<file path="src/rtl/serial_chunk_adder.sv">
// serial_chunk_adder
//   Adds two WIDTH-bit operands CHUNK bits per clock, LSB slice first, with
//   the slice carry rippled through a register into the next slice. A
//   three-state FSM (IDLE / RUN / DONE) sequences the operation: start is
//   accepted in IDLE or DONE, RUN lasts exactly N = WIDTH/CHUNK cycles, and
//   DONE is a single cycle in which done pulses. sum and cout are loaded on
//   the edge that leaves RUN and are held until the next completion or reset.
//
//   Optional feature macro: SERIAL_ADD_SUB_EN
//     When defined, adds input sub (sampled with start; 1 = a - b computed as
//     a + ~b + 1, cin ignored) and output ovf (signed two's-complement
//     overflow, loaded together with sum). When undefined the block is an
//     adder only and those ports do not exist.
//
// Parameters
//   WIDTH : operand / sum width in bits
//   CHUNK : bits added per RUN cycle (WIDTH must be a multiple of CHUNK)
//
// Ports
//   clk   in   single clock, rising-edge
//   rst   in   synchronous active-high reset
//   start in   begin an addition (accepted only in IDLE or DONE)
//   a, b  in   WIDTH-bit operands, sampled when start is accepted
//   cin   in   carry-in, sampled when start is accepted
//   sub   in   (SERIAL_ADD_SUB_EN only) subtract select, sampled with start
//   ovf   out  (SERIAL_ADD_SUB_EN only) registered signed overflow flag
//   busy  out  high during the N RUN cycles
//   done  out  one-cycle completion pulse (DONE state)
//   sum   out  registered WIDTH-bit result
//   cout  out  registered carry-out of the MSB slice
module serial_chunk_adder #(
  parameter int WIDTH = 16,
  parameter int CHUNK = 4
) (
  input  logic             clk,
  input  logic             rst,
  input  logic             start,
  input  logic [WIDTH-1:0] a,
  input  logic [WIDTH-1:0] b,
  input  logic             cin,
`ifdef SERIAL_ADD_SUB_EN
  input  logic             sub,
  output logic             ovf,
`endif
  output logic             busy,
  output logic             done,
  output logic [WIDTH-1:0] sum,
  output logic             cout
);

  localparam int N  = WIDTH / CHUNK;
  localparam int CW = (N > 1) ? $clog2(N) : 1;
  localparam logic [CW-1:0] LAST = CW'(N - 1);

  typedef enum logic [1:0] {IDLE, RUN, DONE} state_t;

  state_t           state, nstate;
  logic [WIDTH-1:0] a_r, b_r;
  logic             carry;
  logic [CW-1:0]    cnt;
  logic [WIDTH-1:0] acc, acc_next;
  logic [CHUNK:0]   slice_sum;
  logic             accept;
  logic             last;

`ifdef SERIAL_ADD_SUB_EN
  // Overflow when both addends share a sign that the result does not.
  function automatic logic signed_ovf(input logic a_msb, input logic b_msb,
                                      input logic s_msb);
    return (a_msb == b_msb) && (s_msb != a_msb);
  endfunction
`endif

  assign accept = start && ((state == IDLE) || (state == DONE));
  assign last   = (cnt == LAST);

  // Operand registers shift right each RUN cycle, so the current slice is
  // always in the low CHUNK bits.
  assign slice_sum = {1'b0, a_r[CHUNK-1:0]} + {1'b0, b_r[CHUNK-1:0]}
                   + {{CHUNK{1'b0}}, carry};

  always_comb begin
    acc_next = acc;
    acc_next[int'(cnt)*CHUNK +: CHUNK] = slice_sum[CHUNK-1:0];
  end

  // State register
  always_ff @(posedge clk) begin
    if (rst) state <= IDLE;
    else     state <= nstate;
  end

  // Next-state logic
  always_comb begin
    nstate = state;
    case (state)
      IDLE:    nstate = start ? RUN : IDLE;
      RUN:     nstate = last ? DONE : RUN;
      DONE:    nstate = start ? RUN : IDLE;
      default: nstate = IDLE;
    endcase
  end

  // Outputs decoded from state
  always_comb begin
    busy = (state == RUN);
    done = (state == DONE);
  end

  // Datapath: operand capture, per-slice add, result load on RUN exit
  always_ff @(posedge clk) begin
    if (rst) begin
      a_r   <= '0;
      b_r   <= '0;
      carry <= 1'b0;
      cnt   <= '0;
      acc   <= '0;
      sum   <= '0;
      cout  <= 1'b0;
`ifdef SERIAL_ADD_SUB_EN
      ovf   <= 1'b0;
`endif
    end else if (accept) begin
      a_r   <= a;
`ifdef SERIAL_ADD_SUB_EN
      b_r   <= sub ? ~b : b;
      carry <= sub ? 1'b1 : cin;
`else
      b_r   <= b;
      carry <= cin;
`endif
      cnt   <= '0;
      acc   <= '0;
    end else if (state == RUN) begin
      a_r   <= a_r >> CHUNK;
      b_r   <= b_r >> CHUNK;
      carry <= slice_sum[CHUNK];
      cnt   <= cnt + CW'(1);
      acc   <= acc_next;
      if (last) begin
        sum  <= acc_next;
        cout <= slice_sum[CHUNK];
`ifdef SERIAL_ADD_SUB_EN
        // On the last slice the top bits of a_r/b_r are the operand MSBs.
        ovf  <= signed_ovf(a_r[CHUNK-1], b_r[CHUNK-1], slice_sum[CHUNK-1]);
`endif
      end
    end
  end

endmodule

</file>
<file path="config.mk">
export PLATFORM = sky130hd
export DESIGN_NAME = serial_chunk_adder
export DESIGN_NICKNAME = d
export VERILOG_FILES = /design/src/rtl/serial_chunk_adder.sv
export SDC_FILE = /design/constraint.sdc
export NUM_CORES = 1
export LEC_CHECK = 0
export ABC_CLOCK_PERIOD_IN_PS = 2710
export CAP_MARGIN = 20
export CORE_UTILIZATION = 35
export CTS_CLUSTER_DIAMETER = 30
export DETAILED_ROUTE_END_ITERATION = 8
export PLACE_DENSITY = 0.64
export SKIP_CTS_REPAIR_TIMING = 1
export SYNTH_ARGS = -nofsm -noshare
export SYNTH_HDL_FRONTEND = slang
export SYNTH_SLANG_ARGS = --single-unit
</file>
<file path="constraint.sdc">
create_clock -name clk -period 2.71 [get_ports clk]
set_input_delay 0.4065 -clock clk [delete_from_list [all_inputs] [get_ports clk]]
set_output_delay 0.4065 -clock clk [all_outputs]
set_load 0.05 [all_outputs]
</file>
==> flow_summary.json <==
{
  "tritoncts": "yes",
  "ctsRootBufferMaster": "clkbuf_8",
  "cts_sinks": 70,
  "drt_drc_violations_left": 0,
  "vias_per_cell": 5.34,
  "cts.reportedPaths.clkPinSlew_ns": 0.07,
  "first_iteration_detailed_routing_drc_count": 135,
  "critical_path_peak_fanout": 3,
  "drv_slew": 0,
  "n_fill_cell": 825,
  "ys_async_sr_fraction": 0,
  "synth_most_common_cell": "dfxtp_1",
  "area_growth_syn_to_layout_pct": 25.7,
  "dieWidth_um": 96.1,
  "whs_ns": 0.459,
  "synthesis.area_per_instance_sq_um": 8.61,
  "grt_antenna_before_repair": 0,
  "num_rows": 33,
  "totalNegativeSetupSlack_ns": 0,
  "area_occupied_by_multi_input_gates_sq_um": 1530,
  "combinationalPowerShare": 0.133,
  "fmax_mhz": 467,
  "dieHeight_um": 96.1,
  "worstPathArrival_ns": 2.40,
  "yosys.area.top_type": "dfxtp_1",
  "syn_area_sq_um": 3100,
  "worstPathRequired_ns": 2.97,
  "final-hold-violation-count": 0,
  "groute.usage.overall": 0.179,
  "ff_latch_area_sq_um": 1400,
  "worstHoldPathType": "reg -> reg",
  "internal_power_uw": 1670,
  "min_period_ns": 2.14,
  "sequentialPowerShare": 0.489,
  "setup_violations": 0,
  "yosysWarningCount": 0,
  "ir_worst_vdd_mv": 0.296,
  "port_buffers": 54,
  "synth_seq_cells": 70,
  "slew_headroom": 0.474,
  "power-per-cell-area_nw_per_um2": 576,
  "yosys.area.top_type_share": 0.452,
  "fin_skew_ns": 0.0108,
  "leakagePower_uw": 0.00140,
  "drive_gt1_frac": 0.0829,
  "power.switching_uw": 576,
  "antennaDiodeCount": 0,
  "firstDrtPassIters": 4,
  "syn_inst": 360,
  "cts_buffers": 9,
  "final.period_utilization": 0.789,
  "final_antenna_net_count": 0,
  "maximum_level_of_the_cts_h_tree": 3,
  "globalplace.congestion": 0.813,
  "startpoint_type": "register",
  "cap_viol_max_count": 0,
  "floorplan.core_area_sq_um": 8380,
  "grt_first_pass_wirelength_um": 12700,
  "synthFlopType": "dfxtp_1",
  "swShare": 0.257,
  "routed-via-count": 2752,
  "ctsLongestPathBuffers": 2,
  "synth.lib_cells_used.distinct": 41,
  "io_pins": 55,
  "finish.utilization": 0.465,
  "grt_remaining_overflow": 0,
  "detailed_place_hpwl_um": 5130,
  "synth_seq_area_share": 0.452,
  "beginning_of_the_critical_path": "a_r[0]",
  "worst_slack_ns": 0.571,
  "via_count_of_the_first_global_routing_pass": 2694,
  "critical_path_class": "reg -> reg",
  "synthTopCellsByArea": "dfxtp_1 45%, a22oi_1 9.0%, a21oi_1 5.8%",
  "clock_latency_on_the_worst_skew_pair_ns": 0.35,
  "mappedNetlistNets": 407,
  "synth_enable_flop_cells": 0,
  "avgRoutedWirePerCell_um": 14.4,
  "clock_power_share": 0.378,
  "start_util": 0.370,
  "synth_common_cells": "70 x dfxtp_1, 45 x nor2_1, 39 x nand2_1",
  "holdCritStartpoint": "b_r[11]",
  "post-place-ws_ns": 0.575,
  "run_status": "completed",
  "grt_setup_unrepaired": "no",
  "area_enclosed_by_the_die_boundary_sq_um": 9240,
  "wirelength_um": 7420,
  "regToRegStartpoint": "a_r[0]",
  "worstMarginPinSlew_ns": 0.789,
  "cp-end-kind": "register",
  "grt_max_degree": 32,
  "layout.nets": 452
}
-- critical path: stages, from the launching register on --
cell and delay (ns):
dfxtp_1 0.33, fa_1 0.47, inv_1 0.10, fa_1 0.45
nor2_1 0.20, and4_1 0.22, a21oi_1 0.05, a211oi_1 0.23
-- registers in the layout, summed over array words and instances (netlist names) --
| register | count |
|---|---|
| a_r | 16 |
| state | 2 |
| acc | 16 |
| b_r | 16 |
| carry | 1 |
| sum | 16 |
| cout | 1 |
| cnt | 2 |
-- cell usage in the layout (no fill, tap or decap), types with 3 or more instances in the layout --
cell             synthesis  final
a21oi_1                 36     36
nand3_1                  5      5
ha_1                     9      9
a221oi_1                 5      5
a22oi_1                 37     37
nand2_1                 39     39
clkdlybuf4s50_1          0     52
a31oi_1                  6      6
a211oi_1                16     16
nor2b_1                 10      9
nor3_1                   9      9
inv_1                    9      9
dfxtp_1                 70     70
buf_4                    1      9
clkbuf_8                 0     11
nand4_1                  7      7
clkinv_2                 0      3
nor2_1                  45     45
-- power groups by stage --
stage | Sequential (uW) | Clock [uW] | Combinational [uW]
floorplan | 1110 | 0 | 196
global placement | 1120 | 0 | 294
detailed placement | 1120 | 0 | 298
CTS | 1100 | 871 | 298
global route | 1100 | 920 | 332
finish | 1100 | 849 | 298
-- logic make-up after synthesis --
group,share of synthesized area
AND/OR/NAND/NOR,0.207
buffers and inverters,0.0545
XOR/XNOR,0.00283
AO/OA/AOI/OAI,0.234
flip-flops,0.452
adder cells (fa/ha/maj),0.0492
-- final timing paths --
check | endpoint | depth (start not counted) | slack, ns
hold reg to reg | b_r[11] | 2 | 0.46
hold / removal | b_r[11] | 2 | 0.46
setup / recovery | acc[5] | 7 | 0.57
setup reg to reg | acc[5] | 7 | 0.57
-- layer usage --
| layer | track usage | vias up | part of all wire | wire length (um) |
|---|---|---|---|---|
| met3 | 0.0711 | 12 | 0.063 | 466 |
| met5 | 0 | - | 0 | 0 |
| li1 | - | 1376 | - | - |
| met2 | 0.294 | 86 | 0.48 | 3540 |
| met4 | 0.0448 | 0 | 0.013 | 100 |
| met1 | 0.218 | 1278 | 0.45 | 3310 |
-- metrics by stage --
step | power, uW | instances | instance area [sq um]
6_report | 2240 | 515 | 3900
5_1_grt | 2350 | 515 | 3900
4_1_cts | 2270 | 515 | 3900
3_5_place_dp | 1420 | 499 | 3700
3_3_place_gp | 1410 | 499 | 3700
2_1_floorplan | 1310 | 360 | 3100
-- cell type report --
type	count	share of cell area
clock buffer	12	0.0398
clock inverter	4	0.0116
inverter	10	0.00963
multi-input combinational	252	0.393
sequential	70	0.360
tap	105	0.0337
timing repair buffer	62	0.152
(Power assumes the default switching activity.)
